File: src/rtl/mul_pkg.sv
// mul_pkg: shared widths and FSM state encoding for the multiplier issue controller.
package mul_pkg;
    localparam int OP_W        = 8;
    localparam int PROD_W      = 16;
    localparam int MULT_PROD_W = 17;
    typedef enum logic [1:0] {IDLE, CLEAR, ISSUE, RESP} state_t;
endpackage

File: src/rtl/op_fifo.sv
// op_fifo: power-of-two operand FIFO with separate occupancy count and synchronous reset.
module op_fifo #(
    parameter int DEPTH = 4,
    parameter int W     = 16
) (
    input  logic         clk,
    input  logic         reset,
    input  logic         push,
    input  logic         pop,
    input  logic [W-1:0] din,
    output logic [W-1:0] head,
    output logic         full,
    output logic         empty
);
    localparam int AW = $clog2(DEPTH);
    localparam logic [AW:0] CNT_FULL = (AW+1)'(DEPTH);
    logic [W-1:0]  r_mem [DEPTH];
    logic [AW-1:0] r_wr, r_rd;
    logic [AW:0]   r_cnt;
    logic          w_push, w_pop;
    assign full   = r_cnt == CNT_FULL;
    assign empty  = r_cnt == '0;
    assign w_push = push && !full;
    assign w_pop  = pop && !empty;
    assign head   = r_mem[r_rd];
    // Pointers are exactly log2(DEPTH) wide, so they wrap modulo DEPTH on their own.
    always_ff @(posedge clk) begin
        if (reset) begin
            r_wr  <= '0;
            r_rd  <= '0;
            r_cnt <= '0;
        end else begin
            if (w_push) r_wr <= r_wr + 1'b1;
            if (w_pop) r_rd <= r_rd + 1'b1;
            r_cnt <= r_cnt + {{AW{1'b0}}, w_push} - {{AW{1'b0}}, w_pop};
        end
    end
    always_ff @(posedge clk) begin
        if (w_push) r_mem[r_wr] <= din;
    end
endmodule

File: src/rtl/mul_issue_ctrl.sv
// mul_issue_ctrl: buffers operand pairs and sequences them through a shift-add multiplier.
// Optional watchdog on the multiplier handshake is enabled by defining MUL_TIMEOUT_EN.
module mul_issue_ctrl
    import mul_pkg::*;
#(
    parameter int DEPTH   = 4,
    parameter int TIMEOUT = 64
) (
    input  logic                   clk,
    input  logic                   reset,
    input  logic                   in_valid,
    output logic                   in_ready,
    input  logic [OP_W-1:0]        in_a,
    input  logic [OP_W-1:0]        in_b,
    output logic                   mul_reset,
    output logic                   mul_start,
    output logic [OP_W-1:0]        mul_multiplicand,
    output logic [OP_W-1:0]        mul_multiplier,
    input  logic [MULT_PROD_W-1:0] mul_product,
    input  logic                   mul_done,
    output logic                   out_valid,
    input  logic                   out_ready,
    output logic [PROD_W-1:0]      out_product,
    output logic                   out_err
);
    if (DEPTH < 2 || DEPTH > 16 || (DEPTH & (DEPTH - 1)) != 0 || TIMEOUT < 1)
        $error("mul_issue_ctrl: DEPTH must be a power of two in 2..16 and TIMEOUT >= 1");

    state_t              r_state, w_next;
    logic                w_full, w_empty, w_cap, w_tmo, w_pop;
    logic [2*OP_W-1:0]   w_head;
    logic                r_mul_reset, r_mul_start, r_out_valid;
    logic [PROD_W-1:0]   r_out_product;
    logic                w_unused_msb;

    op_fifo #(.DEPTH(DEPTH), .W(2*OP_W)) u_fifo (
        .clk   (clk),
        .reset (reset),
        .push  (in_valid),
        .pop   (w_pop),
        .din   ({in_a, in_b}),
        .head  (w_head),
        .full  (w_full),
        .empty (w_empty)
    );

    assign in_ready         = !reset && !w_full;
    assign mul_multiplicand = w_head[2*OP_W-1:OP_W];
    assign mul_multiplier   = w_head[OP_W-1:0];
    assign mul_reset        = r_mul_reset;
    assign mul_start        = r_mul_start;
    assign out_valid        = r_out_valid;
    assign out_product      = r_out_product;
    assign w_unused_msb     = mul_product[PROD_W];

    // A done seen outside ISSUE is stale; CLEAR always re-arms the multiplier first.
    assign w_cap = r_state == ISSUE && mul_done;
    assign w_pop = w_cap || w_tmo;

`ifdef MUL_TIMEOUT_EN
    localparam int CW = $clog2(TIMEOUT + 1);
    logic [CW-1:0] r_tcnt;
    logic          r_out_err;
    always_ff @(posedge clk) begin
        r_tcnt <= (reset || r_state != ISSUE) ? '0 : r_tcnt + 1'b1;
    end
    assign w_tmo = r_state == ISSUE && !mul_done && r_tcnt == CW'(TIMEOUT - 1);
    always_ff @(posedge clk) begin
        if (reset) r_out_err <= 1'b0;
        else if (w_pop) r_out_err <= w_tmo;
    end
    assign out_err = r_out_err;
`else
    assign w_tmo   = 1'b0;
    assign out_err = 1'b0;
`endif

    always_comb begin
        w_next = r_state == IDLE  ? (w_empty ? IDLE : CLEAR)
               : r_state == CLEAR ? ISSUE
               : r_state == ISSUE ? (w_pop ? RESP : ISSUE)
               : (out_ready ? IDLE : RESP);
    end

    // Handshake outputs are decoded from the next state so they are registered yet aligned with it.
    always_ff @(posedge clk) begin
        if (reset) begin
            r_state       <= IDLE;
            r_mul_reset   <= 1'b1;
            r_mul_start   <= 1'b0;
            r_out_valid   <= 1'b0;
            r_out_product <= '0;
        end else begin
            r_state     <= w_next;
            r_mul_reset <= w_next == CLEAR;
            r_mul_start <= w_next == ISSUE;
            r_out_valid <= w_next == RESP;
            if (w_pop) r_out_product <= w_cap ? mul_product[PROD_W-1:0] : '0;
        end
    end
endmodule

File: config.mk
export PLATFORM = sky130hd
export DESIGN_NAME = mul_issue_ctrl
export DESIGN_NICKNAME = d
export VERILOG_FILES = /design/src/rtl/mul_pkg.sv /design/src/rtl/op_fifo.sv /design/src/rtl/mul_issue_ctrl.sv
export SDC_FILE = /design/constraint.sdc
export NUM_CORES = 1
export LEC_CHECK = 0
export ABC_CLOCK_PERIOD_IN_PS = 3900
export BUFFER_PORTS_ARGS = -buffer_cell sky130_fd_sc_hd__buf_2
export CAP_MARGIN = 5
export CELL_PAD_IN_SITES_DETAIL_PLACEMENT = 2
export CELL_PAD_IN_SITES_GLOBAL_PLACEMENT = 2
export CORE_ASPECT_RATIO = 1.25
export CORE_UTILIZATION = 41
export CTS_CLUSTER_SIZE = 14
export DETAILED_ROUTE_END_ITERATION = 8
export MAX_ROUTING_LAYER = met4
export PLACE_DENSITY = 0.88
export SYNTH_ARGS = -nofsm -noshare
export SYNTH_HDL_FRONTEND = slang
export SYNTH_HIERARCHICAL = 1
export SYNTH_SLANG_ARGS = --single-unit
File: constraint.sdc
create_clock -name clk -period 3.9 [get_ports clk]
set_input_delay 0.195 -clock clk [delete_from_list [all_inputs] [get_ports clk]]
set_output_delay 0.195 -clock clk [all_outputs]
set_load 0.01 [all_outputs]
==> results of run 1 <==
-- per-stage QoR --
stage	setup slack [ns]	instances	instance area, sq um
after floorplan	1.69	231	3650
after global placement	1.41	411	4050
after detailed placement	1.36	411	4050
after CTS	1.32	426	4200
after global routing	1.21	426	4200
final	1.36	426	4200
-- state kept, by name, summed over array words and instances (netlist names), named ones only --
name / count
u_fifo/r_wr: 2
mul_start: 1
u_fifo/r_rd: 2
r_state: 2
out_product: 16
u_fifo/r_mem: 64
mul_reset: 1
out_valid: 1
u_fifo/r_cnt: 3
-- cell usage in the layout, fill, tap and decap left out, types with 3 or more instances in the layout --
master    instances
mux4_2           15
clkbuf_1          3
buf_2            72
a21oi_1          11
a21oi_2           9
nor2_1            8
edfxtp_1         64
dfxtp_1          30
ha_1              6
nand2_1          33
clkbuf_8          9
and2_1            4
inv_1            10
-- cell families after synthesis --
logic type | after synthesis | synth area share [%]
XOR/XNOR | 3 | 0.720
buffers and inverters | 23 | 4.15
flip-flops | 94 | 69.1
other | 1 | 0.103
multiplexers | 18 | 10.5
AO/OA/AOI/OAI | 26 | 4.87
adder cells (fa/ha/maj) | 7 | 2.61
AND/OR/NAND/NOR | 59 | 7.89
-- cells in the mapped netlist (4+ instances only) --
master	instances	share of area (%)
edfxtp_1	64	53
nand2_1	33	3.4
dfxtp_1	30	16
mux4_2	15	9.3
a21oi_1	11	1.5
inv_1	10	1.0
a21oi_2	9	2.2
nor2_1	8	0.82
ha_1	6	2.1
and2_1	4	0.69
buf_2	4	0.55
-- how the worst max path moves through the flow --
stage                                     start                          to
after floorplan           r_state[0]$_SDFF_PP0_  u_fifo/r_cnt[2]$_SDFF_PP0_
after global placement    r_state[0]$_SDFF_PP0_  u_fifo/r_cnt[2]$_SDFF_PP0_
after detailed placement  r_state[0]$_SDFF_PP0_  u_fifo/r_cnt[2]$_SDFF_PP0_
after CTS                 r_state[0]$_SDFF_PP0_  u_fifo/r_cnt[2]$_SDFF_PP0_
after global routing                       flop         mul_multiplicand[5]
final                     r_state[0]$_SDFF_PP0_  u_fifo/r_cnt[2]$_SDFF_PP0_
-- routing by layer --
layer,global-route usage (%),wire (um)
met3,4.75,393
met4,5.71,53
met2,32.5,4120
met1,20.5,3160
met5,-,0
-- power by group through the flow --
stage / Combinational (mW) / Clock [mW] / Sequential [mW]
after global placement: 0.404 / 0 / 1.28
after floorplan: 0.316 / 0 / 1.26
after CTS: 0.426 / 0.550 / 1.27
final: 0.416 / 0.528 / 1.27
after detailed placement: 0.424 / 0 / 1.29
after global routing: 0.465 / 0.579 / 1.28
-- area by class of cell --
cell class              instances  area [sq um]
flip-flops and latches         94          2520
inverters                      11          46.3
fillers                       873          4450
repair buffers                 72           360
clock buffers                  12           135
clock inverters                 3          12.5
well taps                     120           150
multi-input cells             114           975
-- worst register-to-register path: stages, from the launching register on --
cell and delay (ns):
dfxtp_1 0.52, nand3b_4 0.35, inv_6 0.13, o31ai_2 0.10
inv_1 0.08, ha_1 0.28, inv_1 0.04, ha_1 0.18
fa_1 0.38, xnor2_1 0.18, xnor2_1 0.14, nor2_1 0.05
==> implementation parameters, run 1 <==
Parameter                              Value

Outcome
  Outcome    completed

Critical path
  CP max stage delay    0.52 ns
  Logic depth of the worst register-to-register path    11
  Reg2Reg Setup Slack    1.36 ns
  Critical Path Start Type    flop
  Critical path buffers and inverters    3
  Crit path capture type    flop
  Count of cell instances traversed by the critical path    11
  CP delay by family, top    adder cells
  Critical-path top delay cell    dfxtp_1
  Crit Reg-Reg Endpoint    u_fifo/r_cnt[2]$_SDFF_PP0_
  Crit Reg-Reg Startpoint    r_state[0]$_SDFF_PP0_
  Required arrival time at the worst endpoint    4.11 ns
  CP arrival    2.75 ns
  Crit path max fanout    18
  Critical-path cell list    nand3b_4 > inv_6 > o31ai_2 > inv_1 > ha_1 > inv_1 > ha_1 > fa_1 > xnor2_1 > xnor2_1 > nor2_1
  Critical Setup Path Class    flop to flop

Power
  Areal power density over the cells    527 nW/um^2
  Peak supply drop    235 uV
  Switching part of the total power    27.8%
  Internal power summed over all cells    1.60 mW
  Clock network fraction of design power    23.9%
  Power, Total    2.21 mW
  Comb power frac    18.8%
  Psw    0.616 mW
  Leak pwr    1.54 nW
  Sequential share of power    57.3%

Timing
  Relative slew margins    25.2%
  Min Clock Period, post-route    2.54 ns
  Transition time at the pin with the least slew margin    1.12 ns
  Worst-case hold slack    0.0689 ns
  Share of the clock period used by the worst path    65.0%
  Final count of hold timing violations    0
  RSZ-0062 raised after global routing    false
  Final setup violating endpoints    0
  Pins over their slew limit    0
  Sum of negative setup slack    0 ns
  Worst Skew    0.00790 ns
  Maximum frequency from static timing analysis    394 MHz

Yosys
  Number of synthesized register bits    94
  Cell area after technology mapping    3650 sq um
  Count of cell types in the netlist    38
  Syn. warnings    6
  Number of enable flip-flop cells after synthesis    64
  Main synth FF type    edfxtp_1
  Seq/Total Area, Yosys    69.1%
  Total nets after synthesis    276
  Post-Syn Area per Cell    15.8 sq um
  Instance count of the mapped netlist    231
  Proportion of synthesized flip-flops having asynchronous set or reset    0%

Hold path
  Hold Path Class    input port to flop
  Endpoint of the worst hold path    u_fifo/r_mem[2][7]$_DFFE_PP_
  Instance count along the most critical hold path    1
  Worst hold path startpoint    in_b[7]

Clock network
  Number of buffers created by CTS    9
  Max clock buf depth    2
  Clock-pin transition on the worst setup and hold timing paths    0.08 ns
  Buffer type at the clock tree root    clkbuf_8
  Total of cells resized after clock tree synthesis    0
  Sinks on Clock Net    94
  Quantity of hold-fixing buffers added after cts    0
  Clock insertion delay at the later pin of the skew report    0.34 ns
  Number of levels the H-tree was split into    3
  Clock tree from TritonCTS    built
  Setup fix buffers added after clock tree synthesis    0

Placed design
  HPWL after detailed placement    5.46 mm
  Gpl congestion    0.662
  Port-buffer cells    72

Drt
  Aggregate routed wire length    7.72 mm
  Total vias in the final route    2,099
  Detailed router's first-iteration violation count    57
  Number of optimization iterations in the first detailed-route pass    4
  Post-detailed-route DRC marker count    0
  Post-detailed-route via-to-cell ratio    4.93
  Wire length per cell after detailed routing    18.1 um
  Count of nets left with antenna violations after detail routing    0

Final layout
  ANT cells    0
  Area added between synthesis and finish    15.2%
  Fraction of layout cells with a size suffix above 1    36.6%
  Layout Utilization    48.6%
  Final layout net count    347

Floorplan
  Die extent in x    86.4 um
  Height of the die    107 um
  Number of placement rows    38
  Initial core utilization    42.2%
  Die Area    9280 sq um
  Number of ports placed on the die boundary    75
  CORE AREA    8650 sq um

Global routing
  GRT Total Usage    18.5%
  Vias in the first global route    2,373
  Total overflow reported by the global router    0
  Maximum number of pins on one net before global-route repair    33
  Global-route wire length before repair    12.2 mm
  Number of antenna violations at the first check in global routing    0

Run
  Count of max-cap constraint violations    0
Note: power is estimated with default switching activity, not from simulation.
==> run 2: changes to the inputs <==
Settings changed: ABC_AREA set to 1, ABC_CLOCK_PERIOD_IN_PS 3900 to 2560, CORE_UTILIZATION 41 to 34, PLACE_DENSITY 0.88 to 0.82.
Clock period 3.9 ns to 2.56 ns, I/O delays scaled along.
==> implementation parameters, run 2 <==
Parameter                              Value

Outcome
  Outcome    completed

Drt
  Count of nets left with antenna violations after detail routing    0 (unchanged)
  Total vias in the final route    2,747 (+31%)
  Aggregate routed wire length    9.47 mm (+23%)
  Post-detailed-route via-to-cell ratio    4.79 (-2.7%)
  Post-detailed-route DRC marker count    0 (unchanged)
  Detailed router's first-iteration violation count    67 (+18%)
  Number of optimization iterations in the first detailed-route pass    4 (unchanged)
  Wire length per cell after detailed routing    16.5 um (-8.9%)

Floorplan
  Number of placement rows    42 (+11%)
  Die extent in x    95.3 um (+10%)
  Height of the die    119 um (+10%)
  CORE AREA    10,600 sq um (+23%)
  Die Area    11,300 sq um (+22%)
  Number of ports placed on the die boundary    75 (unchanged)
  Initial core utilization    34.9% (-7.3 points)

Placed design
  Port-buffer cells    72 (unchanged)
  Gpl congestion    0.708 (+7.0%)
  Number of placed instances, taps included    548 (+33%)
  HPWL after detailed placement    6.23 mm (+14%)
  Instance area at placement    4190 sq um (+3.4%)
  Minimum setup slack after placement    0.511 ns (-0.844 ns)

Yosys
  Leading cell types by count after synthesis    nor2_1 (81), edfxtp_1 (64), nand2_1 (47)
  Seq/Total Area, Yosys    68.1% (-1.0 points)
  Synthesized-area fraction occupied by and/or/nand/nor cells    14.5% (+6.6 points)
  Post-Syn Area per Cell    10.6 sq um (-33%)
  Cell area after technology mapping    3700 sq um (+1.5%)
  Yosys top cell by area    edfxtp_1
  Top cell type's share of synthesized area    51.9% (-0.77 points)
  Post-synthesis mux area share    0% (-11 points)
  Share of the synthesized area in compound gates (AO/OA/AOI/OAI)    7.84% (+3.0 points)
  Main combinational cell family by area after synthesis    simple AND/OR/NAND/NOR gates
  Count of cell types in the netlist    19 (-50%)
  Main synth FF type    edfxtp_1
  Proportion of synthesized flip-flops having asynchronous set or reset    0% (unchanged)
  Total nets after synthesis    395 (+43%)
  Xor and xnor area share after synthesis    0% (-0.72 points)
  Most repeated cell in the gate-level netlist after synthesis    nor2_1
  Arithmetic-cell share of the synthesized area counting full adders, half adders and majority gates    2.57% (-0.038 points)
  Number of enable flip-flop cells after synthesis    64 (unchanged)
  Instance count of the mapped netlist    350 (+52%)
  Number of synthesized register bits    94 (unchanged)
  Cells taking the most area after synthesis    edfxtp_1 (52%), dfxtp_1 (16%), nor2_1 (8.2%), nand2_1 (4.8%), inv_1 (4.2%)
  Syn. warnings    6 (unchanged)

Timing
  Share of the clock period used by the worst path    83.7%
  Min Clock Period, post-route    2.14 ns
  Pins over their slew limit    0 (unchanged)
  Slack of the critical path    0.417 ns (-0.947 ns)
  Sum of negative setup slack    0 ns (unchanged)
  Maximum frequency from static timing analysis    467 MHz
  RSZ-0062 raised after global routing    false
  Transition time at the pin with the least slew margin    0.596 ns (-0.524 ns)
  Final count of hold timing violations    0 (unchanged)
  Worst Skew    0.00342 ns (-0.00449 ns)
  Relative slew margins    60.2% (+35 points)
  Final setup violating endpoints    0 (unchanged)
  Worst-case hold slack    0.0124 ns (-0.0565 ns)

Power
  Areal power density over the cells    926 nW/um^2 (+76%)
  Leak pwr    2.00 nW (+29%)
  Internal power summed over all cells    3.01 mW (+88%)
  Switching part of the total power    29.2% (+1.4 points)
  Clock network fraction of design power    33.5% (+9.6 points)
  Peak supply drop    365 uV (+55%)
  Comb power frac    20.7% (+1.9 points)
  Power, Total    4.25 mW (+92%)
  Sequential share of power    45.8% (-12 points)
  Psw    1.24 mW (+100%)

Clock network
  Total of cells resized after clock tree synthesis    0 (unchanged)
  Number of levels the H-tree was split into    3 (unchanged)
  Clock insertion delay at the later pin of the skew report    0.34 ns (about the same)
  Max clock buf depth    2 (unchanged)
  Number of buffers created by CTS    9 (unchanged)
  Clock-pin transition on the worst setup and hold timing paths    0.06 ns (-0.02 ns)
  Buffer type at the clock tree root    clkbuf_16
  Clock tree from TritonCTS    built
  Sinks on Clock Net    94 (unchanged)

Global routing
  Maximum number of pins on one net before global-route repair    35 (+6.1%)
  Vias in the first global route    3,094 (+30%)
  Total overflow reported by the global router    0 (unchanged)
  Global-route wire length before repair    15.0 mm (+23%)
  Number of antenna violations at the first check in global routing    1 (+1)
  GRT Total Usage    18.4% (-0.059 points)

Critical path
  Required arrival time at the worst endpoint    2.43 ns (-1.68 ns)
  Logic depth of the worst register-to-register path    9 (-2)
  CP arrival    2.02 ns (-0.73 ns)
  Crit path max fanout    33 (+15)
  Crit Reg-Reg Endpoint    u_fifo/r_cnt[2]$_SDFF_PP0_
  Crit path capture type    output port
  Critical Path Start Type    flop
  Reg2Reg Setup Slack    0.54 ns (-0.82 ns)
  Critical Setup Path Class    flop to output port
  Crit Reg-Reg Startpoint    u_fifo/r_cnt[1]$_SDFF_PP0_

Final layout
  Register with the most flip-flops    u_fifo/r_mem
  Commonest non-fill, non-tap cell in the layout    nor2_1
  Area of all placed cells without fillers    4590 sq um (+9.2%)
  Max reg flops    64 (unchanged)
  Fraction of layout cells with a size suffix above 1    21.8% (-15 points)
  Most used cells in the layout excluding fill and tap cells    nor2_1 (81), buf_2 (72), edfxtp_1 (64)
  Final std cells w/o fill    573 (+35%)
  Layout Utilization    43.2% (-5.3 points)
  Area added between synthesis and finish    24.0%
  Final layout net count    480 (+38%)

Hold path
  Endpoint of the worst hold path    out_product[14]$_SDFFE_PP0P_
  Hold Path Class    input port to flop
  Instance count along the most critical hold path    3 (+2)
  Worst hold path startpoint    mul_product[14]

Run
  Count of max-cap constraint violations    0 (unchanged)
run 2: power groups by stage:
stage | combinational [mW] | clock, mW | sequential, mW
2_1_floorplan | 0.530 | 0 | 1.99
3_3_place_gp | 0.833 | 0 | 1.96
3_5_place_dp | 0.890 | 0 | 1.98
4_1_cts | 0.907 | 1.46 | 1.95
5_1_grt | 1.02 | 1.51 | 1.97
6_report | 0.881 | 1.42 | 1.94
run 2: final cells by class:
| cell class | instances | area (sq um) |
|---|---|---|
| multi-input combinational | 199 | 927 |
| clock inverter | 6 | 85.1 |
| tap | 132 | 165 |
| inverter | 44 | 165 |
| timing repair buffer | 87 | 493 |
| antenna | 1 | 2.50 |
| fill | 1161 | 6030 |
| clock buffer | 10 | 229 |
| sequential | 94 | 2520 |
run 2: how the worst max path moves through the flow:
stage | to | cells past startpoint | slack, ns | from
floorplan | u_fifo/r_cnt[2]$_SDFF_PP0_ | 12 | 0.65 | r_state[0]$_SDFF_PP0_
global placement | u_fifo/r_cnt[2]$_SDFF_PP0_ | 9 | 0.67 | u_fifo/r_cnt[1]$_SDFF_PP0_
detailed placement | u_fifo/r_cnt[2]$_SDFF_PP0_ | 9 | 0.51 | u_fifo/r_cnt[1]$_SDFF_PP0_
CTS | mul_multiplicand[6] | 5 | 0.39 | flop
global route | mul_multiplicand[6] | 5 | 0.26 | flop
finish | mul_multiplicand[6] | 5 | 0.42 | flop
run 2: routing by layer:
metal  track usage, %  vias up  wire length [um]
met3             5.08       10               524
li1                 -     1321                 -
met4             6.25        0               141
met2             32.3       65              5050
met1             19.5     1351              3750
met5                -        -                 0
run 2: kinds of logic (layout without fill, tap and decap cells):
kind of cell    after synthesis  count (layout)
compound gates               54              54
fa+ha+maj                     7               7
buf+inv                      57             147
flops                        94              94
other cells                   1               2
simple gates                137             137
run 2: critical path, stage by stage (launching register included):
cell     delay, ns
dfxtp_1       0.30
buf_4         0.25
inv_2         0.49
o21ai_0       0.21
o22ai_1       0.23
buf_2         0.18
run 2: repair_timing:
item | in CTS | in global routing
hold buffers | 8 | 0
hold endpoints to repair | 23 | 0
setup buffers | 0 | 0
